--- config.mk ---
export PLATFORM = sky130hd
export DESIGN_NAME = sdram_init_seq
export DESIGN_NICKNAME = d
export VERILOG_FILES = /design/src/rtl/sdram_init_seq.sv
export SDC_FILE = /design/constraint.sdc
export NUM_CORES = 1
export LEC_CHECK = 0
export ABC_AREA = 1
export CORE_MARGIN = 4
export CORE_UTILIZATION = 44
export CTS_BUF_LIST = sky130_fd_sc_hd__clkbuf_2 sky130_fd_sc_hd__clkbuf_4 sky130_fd_sc_hd__clkbuf_8
export CTS_CLUSTER_DIAMETER = 50
export CTS_CLUSTER_SIZE = 30
export DETAILED_ROUTE_END_ITERATION = 7
export PLACE_DENSITY_LB_ADDON = 0.1
export SLEW_MARGIN = 30
export SYNTH_ARGS = -nofsm -noshare
export SYNTH_HDL_FRONTEND = slang
export SYNTH_SLANG_ARGS = --single-unit
--- constraint.sdc ---
create_clock -name i_clk -period 2.1 [get_ports i_clk]
set_clock_uncertainty 0.2 [all_clocks]
set_input_delay 0.525 -clock i_clk [delete_from_list [all_inputs] [get_ports i_clk]]
set_output_delay 0.525 -clock i_clk [all_outputs]
set_load 0.05 [all_outputs]
--- src/rtl/sdram_init_seq.sv ---
// sdram_init_seq: SDR SDRAM power-up/init sequencer gated by a qualified PLL lock
module sdram_init_seq #(
    parameter int          LOCK_FILTER = 1024,
    parameter int          POWERUP_CYC = 20000,
    parameter int          T_RP        = 2,
    parameter int          T_RFC       = 7,
    parameter int          T_MRD       = 2,
    parameter int          NUM_REF     = 2,
    parameter logic [12:0] MODE_REG    = 13'h033
) (
    input  logic        i_clk,
    input  logic        i_rst,
    input  logic        i_pll_lock,
    output logic        o_sdram_cke,
    output logic        o_sdram_cs_n,
    output logic        o_sdram_ras_n,
    output logic        o_sdram_cas_n,
    output logic        o_sdram_we_n,
    output logic [1:0]  o_sdram_ba,
    output logic [12:0] o_sdram_addr,
    output logic        o_init_done,
    output logic        o_lock_lost
);
    localparam int FW   = $clog2(LOCK_FILTER);
    localparam int DM1  = (POWERUP_CYC > T_RFC) ? POWERUP_CYC : T_RFC;
    localparam int DM2  = (T_RP > T_MRD) ? T_RP : T_MRD;
    localparam int DMAX = (DM1 > DM2) ? DM1 : DM2;
    localparam int DW   = $clog2(DMAX + 1);
    localparam int RW   = $clog2(NUM_REF + 1);

    typedef enum logic [3:0] {
        S_WAIT_LOCK, S_POWERUP, S_PRE, S_WAIT_RP, S_REF,
        S_WAIT_RFC, S_MRS, S_WAIT_MRD, S_DONE
    } state_t;

    state_t        r_state, w_state;
    logic [1:0]    r_sync;
    logic [FW-1:0] r_fcnt, w_fcnt;
    logic [DW-1:0] r_dcnt, w_dcnt;
    logic [RW-1:0] r_rcnt, w_rcnt;
    logic          w_lost, w_lock_s, w_dly_end;
    logic [3:0]    w_cmd;
    logic [12:0]   w_addr;

    assign w_lock_s   = r_sync[1];
    assign w_dly_end  = r_dcnt == DW'(1);
    assign o_sdram_ba = 2'b00;

    // Sequencing: delays are loaded when a command state is entered and count down to 1
    always_comb begin
        w_state = r_state;
        w_fcnt  = r_fcnt;
        w_dcnt  = r_dcnt;
        w_rcnt  = r_rcnt;
        w_lost  = 1'b0;
        case (r_state)
            S_WAIT_LOCK: begin
                if (!w_lock_s) begin
                    w_fcnt = '0;
                end else if (r_fcnt == FW'(LOCK_FILTER - 1)) begin
                    w_state = S_POWERUP;
                    w_fcnt  = '0;
                    w_dcnt  = DW'(POWERUP_CYC);
                end else begin
                    w_fcnt = r_fcnt + FW'(1);
                end
            end
            S_POWERUP: begin
                if (w_dly_end) begin
                    w_state = S_PRE;
                    w_dcnt  = DW'(T_RP);
                end else begin
                    w_dcnt = r_dcnt - DW'(1);
                end
            end
            S_PRE, S_WAIT_RP: begin
                if (w_dly_end) begin
                    w_state = S_REF;
                    w_dcnt  = DW'(T_RFC);
                    w_rcnt  = r_rcnt + RW'(1);
                end else begin
                    w_state = S_WAIT_RP;
                    w_dcnt  = r_dcnt - DW'(1);
                end
            end
            S_REF, S_WAIT_RFC: begin
                if (w_dly_end && r_rcnt < RW'(NUM_REF)) begin
                    w_state = S_REF;
                    w_dcnt  = DW'(T_RFC);
                    w_rcnt  = r_rcnt + RW'(1);
                end else if (w_dly_end) begin
                    w_state = S_MRS;
                    w_dcnt  = DW'(T_MRD);
                end else begin
                    w_state = S_WAIT_RFC;
                    w_dcnt  = r_dcnt - DW'(1);
                end
            end
            S_MRS, S_WAIT_MRD: begin
                if (w_dly_end) begin
                    w_state = S_DONE;
                    w_dcnt  = '0;
                end else begin
                    w_state = S_WAIT_MRD;
                    w_dcnt  = r_dcnt - DW'(1);
                end
            end
            S_DONE: w_state = S_DONE;
            default: w_state = S_WAIT_LOCK;
        endcase
        if (r_state != S_WAIT_LOCK && !w_lock_s) begin
            w_state = S_WAIT_LOCK;
            w_fcnt  = '0;
            w_dcnt  = '0;
            w_rcnt  = '0;
            w_lost  = 1'b1;
        end
    end

    // Bus decode from the state being entered, so each command shows in its state's first cycle
    always_comb begin
        w_cmd  = (w_state == S_WAIT_LOCK) ? 4'b1111 :
                 (w_state == S_PRE)       ? 4'b0010 :
                 (w_state == S_REF)       ? 4'b0001 :
                 (w_state == S_MRS)       ? 4'b0000 : 4'b0111;
        w_addr = (w_state == S_PRE) ? 13'h400 :
                 (w_state == S_MRS) ? MODE_REG : 13'd0;
    end

    // State, counters, lock synchronizer and registered SDRAM bus
    always_ff @(posedge i_clk) begin
        if (i_rst) begin
            r_state      <= S_WAIT_LOCK;
            r_sync       <= 2'b00;
            r_fcnt       <= '0;
            r_dcnt       <= '0;
            r_rcnt       <= '0;
            o_sdram_cke  <= 1'b0;
            {o_sdram_cs_n, o_sdram_ras_n, o_sdram_cas_n, o_sdram_we_n} <= 4'b1111;
            o_sdram_addr <= 13'd0;
            o_init_done  <= 1'b0;
            o_lock_lost  <= 1'b0;
        end else begin
            r_state      <= w_state;
            r_sync       <= {r_sync[0], i_pll_lock};
            r_fcnt       <= w_fcnt;
            r_dcnt       <= w_dcnt;
            r_rcnt       <= w_rcnt;
            o_sdram_cke  <= w_state != S_WAIT_LOCK;
            {o_sdram_cs_n, o_sdram_ras_n, o_sdram_cas_n, o_sdram_we_n} <= w_cmd;
            o_sdram_addr <= w_addr;
            o_init_done  <= w_state == S_DONE;
            o_lock_lost  <= w_lost;
        end
    end
endmodule

==> results.sh <==
export IMPL_synth_distinct_cells=39
export IMPL_status="completed"
export IMPL_ctsHoldBuffers=0
export IMPL_fmax_ghz=0.5230
export IMPL_wire_per_inst_um=11.31
export IMPL_area_growth_pct=12.07
export IMPL_power_density_nw_per_um2=1154
export IMPL_grt_util_met1=0.1921
export IMPL_insertedDiodeCount=0
export IMPL_drive_gt1_frac=0.2243
export IMPL_synth_cells=303
export IMPL_start_util=0.4674
export IMPL_rr_startpoint="r_fcnt[0]"
export IMPL_end_kind="register"
export IMPL_drt_wl_total_um=4389
export IMPL_synth_compound_area_frac=0.1015
export IMPL_clkLatencyLatePin_ps=300
export IMPL_fin_nets=326
export IMPL_synth_cell_area_um2=2281
export IMPL_avgSynthCellArea_um2=7.528
export IMPL_grtUsageMet2=0.2425
export IMPL_multiInputGateArea_um2=1244
export IMPL_clock_sinks=42
export IMPL_grt_pass1_vias=1718
export IMPL_setup_violations=0
export IMPL_pre_cts_slack_ps=120.5
export IMPL_synth_xor_area_share=0.03840
export IMPL_core_area_um2=4880
export IMPL_gp_congestion=0.8293
export IMPL_hold_path_class="register to register"
export IMPL_htree_levels=2
export IMPL_crit_path_start="r_fcnt[0]"
export IMPL_worst_slack_ps=188.0
export IMPL_die_area_um2=6400
export IMPL_grt_max_degree=16
export IMPL_final_seq_area_um2=840.8
export IMPL_seq_area_frac_synth=0.3686
export IMPL_fill_cells=485
export IMPL_gr_total_overflow=0
export IMPL_grtUsageTotal=0.1478
export IMPL_dp_hpwl_um=3205
export IMPL_synth_simple_area_share=0.3637
export IMPL_cts_tree="yes"
export IMPL_post_route_min_period_ps=1912
export IMPL_io_buffers=14
export IMPL_worstPathRequired_ps=2100
export IMPL_cp_max_fo=9
export IMPL_finalHoldWorstSlack_ps=209.4
export IMPL_synth_top_family_by_area="simple AND/OR/NAND/NOR gates"
export IMPL_dr_pass1_iters=4
export IMPL_worstSetupStartpointType="register"
export IMPL_crit_end="r_dcnt[12]"
export IMPL_row_count=25
export IMPL_arrival_ps=1910
export IMPL_cts_buffers=5
export IMPL_vias=1833
export IMPL_synthMuxAreaShare=0
export IMPL_fp_dieH_um=80
export IMPL_synth_top_area_cell="dfxtp_1"
export IMPL_die_w_um=80
export IMPL_tns_ps=0
export IMPL_synth_top_cell_area_share=0.3686
export IMPL_globalRouteMet3Util=0.03273
export IMPL_cts_path_max_buffers=2
export IMPL_ant_nets=0
export IMPL_hold_viol=0
export IMPL_reg2reg_to="r_dcnt[12]"
export IMPL_irDropWorstVdd_mv=0.6699
export IMPL_drcViolationCount=0
export IMPL_ys_top_cells_by_area="dfxtp_1 37%, nor2_1 8.2%, nand2_1 7.4%"
export IMPL_ys_warn_count=0
export IMPL_fin_crit_sh=0.9105
export IMPL_grt_pass1_wl_um=7583
export IMPL_maxCapViolCount=0
export IMPL_rsz0062_at_grt="no"
export IMPL_synthAdderAreaFrac=0.01646
export IMPL_rrSetupSlack_ps=190
export IMPL_ys_seq_elements=42
export IMPL_maxSlewViolCount=0
export IMPL_p_leak_nw=1.126
export IMPL_pin_count=25
export IMPL_path_clk_slew_ps=90
export IMPL_worstSetupPathType="register to register"
export IMPL_vias_per_cell=4.724
export IMPL_busiest_layer="met2"
export IMPL_root_buffer="clkbuf_8"
export IMPL_drt_iter0_markers=134
export IMPL_antenna_found_initial=0
export IMPL_r2r_cells=9
## synth_stat cells, drive strengths merged
cell type / n
a31o: 1
a211oi: 2
nand4: 7
and3: 1
a21oi: 15
conb: 1
nor2: 66
o21a: 2
and2: 1
o31ai: 1
a21o: 1
nand2: 59
a221oi: 1
ha: 3
xor2: 9
xnor2: 1
nor3b: 3
o211ai: 1
buf: 16
a31oi: 1
o21ai: 11
inv: 36
nand3: 15
dfxtp: 42
nor3: 7
## flip-flops by register name, indices dropped and copies added (netlist names), 2 cells and up
register	flops
r_dcnt	15
r_fcnt	10
r_state	4
o_sdram_addr	2
r_rcnt	2
r_sync	2
## critical path, stage by stage (launching register included)
cell and delay (ps):
dfxtp_1 390, ha_1 190, nand2_1 100, inv_1 80
nand4_2 150, nand2_4 160, nand2_4 120, o21ai_4 240
buf_12 140, nor2_1 40
## routing by layer
layer  vias to the layer above  routed length (um)
met2                        23                2109
met1                       827                2072
met4                         0                  45
met5                         -                   0
li1                        978                   -
met3                         5                 162
## stage by stage
step / total power, mW / area, um^2 / instances / utilization
2_1_floorplan: 2.104 / 2315 / 312 / -
3_3_place_gp: 2.341 / 2424 / 379 / 0.4967
3_5_place_dp: 2.350 / 2424 / 379 / 0.4967
4_1_cts: 2.903 / 2516 / 387 / 0.5156
5_1_grt: 3.203 / 2556 / 388 / 0.5238
6_report: 2.950 / 2556 / 388 / 0.5238
## worst min path at each step
stage	slack (ps)	start	cells after the start	endpoint
2_1_floorplan	190	r_sync[0]	2	r_sync[1]
3_3_place_gp	190	r_sync[0]	2	r_sync[1]
3_5_place_dp	200	r_sync[0]	2	r_sync[1]
4_1_cts	210	r_sync[0]	2	r_sync[1]
5_1_grt	230	r_sync[0]	2	r_sync[1]
6_report	210	r_sync[0]	2	r_sync[1]
## timing repair
action	CTS	global route
setup endpoints to repair	0	6
buffers inserted	0	1
gates resized for setup	0	6
## where the power goes
part           switching, mW  total [mW]  leakage [nW]  internal [mW]
Clock                  0.305       0.542        0.0408          0.238
Combinational          0.987        1.47         0.746          0.483
Sequential            0.0570       0.937         0.340          0.880
## cell type report
cell class	instances	share of cell area
Timing Repair Buffer	17	0.06167
Sequential cell	42	0.3289
Tap cell	67	0.03279
Multi-Input combinational cell	218	0.4865
Clock inverter	3	0.009300
Inverter	36	0.05384
Clock buffer	5	0.02692
## kinds of logic after synthesis
kind of cell             after synthesis
flip-flops                            42
AND/OR/NAND/NOR                      159
buffers and inverters                 52
XOR/XNOR                              10
other                                  1
AO/OA/AOI/OAI                         36
adder cells (fa/ha/maj)                3
## cell usage in the layout, fill, tap and decap left out, types with 2 or more instances in the layout
cell type         n
nand2_2          10
nor3_1            4
o21ai_0           8
nand4_1           6
dfxtp_1          42
clkbuf_8          5
nand2_1          44
nand3_1          14
nand2_4           5
ha_1              2
inv_2             4
buf_4            13
nor3_2            3
clkinvlp_4        2
o21a_1            2
a21oi_1          14
nor3b_1           3
inv_1            31
xor2_1            9
nor2_4           11
buf_12            2
clkdlybuf4s50_1   2
nor2_1           48
a211oi_1          2
conb_1           10
nor2_2            7
Power figures use the tool's default switching activity.
==> RTL change 1 (same flow settings) <==
Add an input register stage for `i_pll_lock`; this delays it by one clock.
--- a/src/rtl/sdram_init_seq.sv
+++ b/src/rtl/sdram_init_seq.sv
@@ -34,2 +34,8 @@
     } state_t;
+
+    logic i_pll_lock_q;
+
+    always_ff @(posedge i_clk) begin
+        i_pll_lock_q <= i_pll_lock;
+    end
 
@@ -144,3 +150,3 @@
             r_state      <= w_state;
-            r_sync       <= {r_sync[0], i_pll_lock};
+            r_sync       <= {r_sync[0], i_pll_lock_q};
             r_fcnt       <= w_fcnt;
Formal check against the unedited RTL: no difference found for any inputs over 10 cycles, from zero or initial values and one cycle with i_rst high; that may be too few to reach the edited logic, so the function may still have changed.
==> RTL change 1 against the original RTL <==
Final cell count grew 7.7%. Design area up 7.0%. Synthesized area rose by 4.8%. Routed wire length up 8.4%. Worst setup slack worse by 0.033 ns. Sequential cell count rose by 1. Critical path type unchanged. Critical endpoint is now o_sdram_ras_n$_SDFF_PP1_.
Power is not compared: it rests on default switching activity, and its combinational part moved more than twofold at a synthesized area within 25%.
==> RTL change 1: results (changes against the original RTL) <==
* Status: finished clean
* Peak VDD IR at 0.761 mV
* Wire length on met2 at 2.30 mm (+8.9%)
* Adder-Cell Fraction of Synth Area at 1.57% (-0.076 points)
* Xor and xnor fraction of the mapped netlist area at 1.83% (-2.0 points)
* Met3 global-route usage at 3.29% (+0.016 points)
* Layout cell share with drive strength beyond 1 at 24.7% (+2.3 points)
* Synth Area in Compound Gates at 10.7% (+0.58 points)
* Largest net degree at the start of global routing at 15 (-1)
* Avg Cell Area, Syn at 7.38 um2 (-2.0%)
* Pre-CTS setup slack at 0.117 ns (-0.00362 ns)
* Drt initial violations at 64 (-52%)
* Fin Hold WS at 0.206 ns (-0.00346 ns)
* Hold path depth at 2 (unchanged)
* CP max FO at 4 (-5)
* Global-route wire length before repair at 8.31 mm (+9.5%)
* Placed instance area at 2550 um2 (+5.1%)
* Routed WL at 4.76 mm (+8.4%)
* Reg2Reg Depth at 15 (+6)
* Synth area leaders: dfxtp_1 (36%), nand2_1 (8.2%), nor2_1 (6.4%), inv_1 (6.1%), nor2_4 (4.2%)
* Post-DP HPWL at 3.71 mm (+16%)
* Vias in the first global route at 1,861 (+8.3%)
* FILL cells at 512 (+5.6%)
* Synth cell count leaders: nand2_1 (52), dfxtp_1 (43), nor2_1 (41)
* WL met3 at 173 um (+6.8%)
* M1 GR Usage at 21.0% (+1.7 points)
* Placed cells at 407 (+7.4%)
* Total GRT Usage at 16.0% (+1.2 points)
* R2r startpoint: r_dcnt[1]$_SDFFE_PP0P_
* Final RePlAce weighted congestion at 0.796 (-4.0%)
* Met1 Wirelength at 2.25 mm (+8.3%)
* Tmin final at 1.95 ns (+0.0331 ns)
* CP arrival at 1.94 ns (+0.03 ns)
* Register area share after synthesis at 36.0% (-0.86 points)
* Layout Cells excl Fill at 418 (+7.7%)
* R2r setup slk at 0.15 ns (-0.03 ns)
-- RTL change 1: cell types whose count changed after synthesis, sizes merged, moves of 3 or more --
| cell | change |
|---|---|
| a21oi | +7 |
| inv | +12 |
| nand2 | +6 |
| nor2 | -5 |
| nor3 | +3 |
| nor3b | -3 |
| nor4 | +3 |
| o21ai | +5 |
| xor2 | -6 |
-- RTL change 1: final cells by class --
type	instances	area [um2]	area share [%]
flip-flops and latches	43	863	31.6
clock buffers	5	68.8	2.52
inverters	48	180	6.59
repair buffers	22	170	6.22
multi-input cells	227	1300	47.4
clock inverters	3	67.6	2.47
well taps	70	87.6	3.20
-- RTL change 1: worst max-delay path: stages (launching register included) --
cell	delay, ns
dfxtp_2	0.33
inv_2	0.07
ha_4	0.12
inv_1	0.03
nor2_1	0.12
nand2_2	0.12
nor2_4	0.15
nand2_2	0.08
nand2_1	0.06
nand2_1	0.06
nand2_2	0.10
nand2_1	0.06
nand2_1	0.06
nor2_1	0.05
nor2_2	0.17
nand2_1	0.07
==> RTL change 2 (config.mk and constraints unchanged) <==
Made on the original files. `T_MRD`: 2 -> 4.
--- a/src/rtl/sdram_init_seq.sv
+++ b/src/rtl/sdram_init_seq.sv
@@ -6,3 +6,3 @@
     parameter int          T_RFC       = 7,
-    parameter int          T_MRD       = 2,
+    parameter int          T_MRD       = 4,
     parameter int          NUM_REF     = 2,
Formal check against the unedited RTL: no difference found for any inputs over 10 cycles, from zero or initial values and one cycle with i_rst high; that may be too few to reach the edited logic, so the function may still have changed.
==> RTL change 2 against the original RTL <==
Worst setup slack worse by 0.038 ns. Sequential cell count is the same. Critical path depth up 5. Design area grew 0.24%. Total power rose by 49%. First-iteration DRC count fell by 27%. Clock power grew 46%. Fmax down 1.9%. Combinational power rose by 71%. Routed wire length rose by 3.1%. Synthesized area down 4.0%. Critical path type unchanged.
==> RTL change 2: results (changes against the original RTL) <==
* Drt pass-1 iters at 5 (+1)
* Register area share after synthesis at 38.4% (+1.5 points)
* Hold Crit Class: reg2reg
* Pre-CTS setup slack at 0.112 ns (-0.00879 ns)
* Xor and xnor fraction of the mapped netlist area at 2.40% (-1.4 points)
* Nets@finish at 342 (+4.9%)
* Met3 global-route usage at 3.44% (+0.17 points)
* Drt wl/cell at 11.2 um (-0.98%)
* Top sig layer: met4
* Detailed-route via count at 1,912 (+4.3%)
* Placed instance area at 2360 um2 (-2.7%)
* FILL cells at 496 (+2.3%)
* Clock transition at path regs at 0.08 ns
* Final RePlAce weighted congestion at 0.805 (-2.9%)
* I/O Buffers at 14 (unchanged)
* Largest net degree at the start of global routing at 14 (-2)
* Global-route wire length before repair at 7.95 mm (+4.8%)
* Status: finished clean
* Final WS setup at 0.150 ns (-0.0379 ns)
* Multiplexer share of the synthesized area at 0% (unchanged)
* Placed cells at 395 (+4.2%)
* Initial antenna violation count at 0 (unchanged)
* Largest regs: r_dcnt x15, r_fcnt x10, r_state x4
* Drt initial violations at 98 (-27%)
* Adder-Cell Fraction of Synth Area at 1.71% (+0.069 points)
* Wire length on met2 at 2.15 mm (+1.9%)
* Met2 Use GR at 27.5% (+3.2 points)
* Synth cell types at 35 (-10%)
* Synth area leaders: dfxtp_1 (38%), nand2_1 (11%), nor2_1 (8.1%), inv_1 (6.5%), a21oi_1 (5.0%)
* P_leak at 1.15 nW (+1.7%)
* WL met3 at 172 um (+6.2%)
* Syn Inst Count at 314 (+3.6%)
* CP arrival at 1.95 ns (+0.04 ns)
* Area occupied by multi-input gates at 1150 um2 (-7.4%)
* CP max FO at 5 (-4)
* H-tree levels at 2 (unchanged)
* Synth Area in Compound Gates at 10.5% (+0.37 points)
* Reg2Reg Depth at 14 (+5)
* Post-synthesis async set-or-reset flop share at 0% (unchanged)
* Post-DP HPWL at 3.38 mm (+5.6%)
* Root buf cell: clkbuf_8
* Total GRT Usage at 16.0% (+1.3 points)
* Met1 Wirelength at 2.15 mm (+3.5%)
* Routed WL at 4.53 mm (+3.1%)
* Peak VDD IR at 0.692 mV (+3.3%)
* Synth cell count leaders: nand2_1 (63), nor2_1 (47), dfxtp_1 (42)
* Layout cell share with drive strength beyond 1 at 18.7% (-3.7 points)
* Yosys Warn Count at 0 (unchanged)
* Top_reg_cell synth: dfxtp_1
* Vias in the first global route at 1,790 (+4.2%)
* M1 GR Usage at 19.8% (+0.59 points)
RTL change 2: cell families after synthesis:
kind of cell | count (synthesis)
adder cells (fa/ha/maj) | 3
XOR/XNOR | 6
flip-flops | 42
AND/OR/NAND/NOR | 165
buffers and inverters | 57
AO/OA/AOI/OAI | 40
other | 1
RTL change 2: what timing repair did:
item | 4_1_cts | 5_1_grt
setup endpoints to repair | 0 | 10
resized for setup | 0 | 18
buffers inserted | 0 | 1
RTL change 2: critical path: stages, from the launching register on:
cell     delay [ns]
dfxtp_2        0.34
inv_2          0.08
ha_4           0.13
inv_1          0.04
nor2_1         0.13
nand2_2        0.09
nor2_2         0.12
nand2_2        0.06
nand2_1        0.12
nand2_2        0.10
nand2_1        0.10
nand2_2        0.06
nor2_2         0.09
nor2_2         0.06
buf_4          0.13
RTL change 2: area by class of cell:
type / count / share of cell area (%)
clock buffer: 6 / 3.22
clock inverter: 2 / 2.34
inverter: 41 / 6.15
multi-input combinational: 224 / 44.9
sequential: 42 / 33.0
tap: 67 / 3.27
timing repair buffer: 22 / 7.13
RTL change 2: report_power, final:
part	total, mW	switching, mW	internal [mW]	leakage, nW
sequential	1.10	0.140	0.959	0.341
combinational	2.51	1.64	0.875	0.733
clock	0.791	0.284	0.507	0.0714
total	4.40	2.06	2.34	1.15
RTL change 2: path summary, 6_finish.rpt:
check             slack (ns)                endpoint                   start
hold reg to reg         0.20    r_sync[1]$_SDFF_PP0_    r_sync[0]$_SDFF_PP0_
setup reg to reg        0.15  o_sdram_cke$_SDFF_PP0_  r_dcnt[1]$_SDFFE_PP0P_
hold / removal          0.20    r_sync[1]$_SDFF_PP0_    r_sync[0]$_SDFF_PP0_
setup / recovery        0.15  o_sdram_cke$_SDFF_PP0_  r_dcnt[1]$_SDFFE_PP0P_
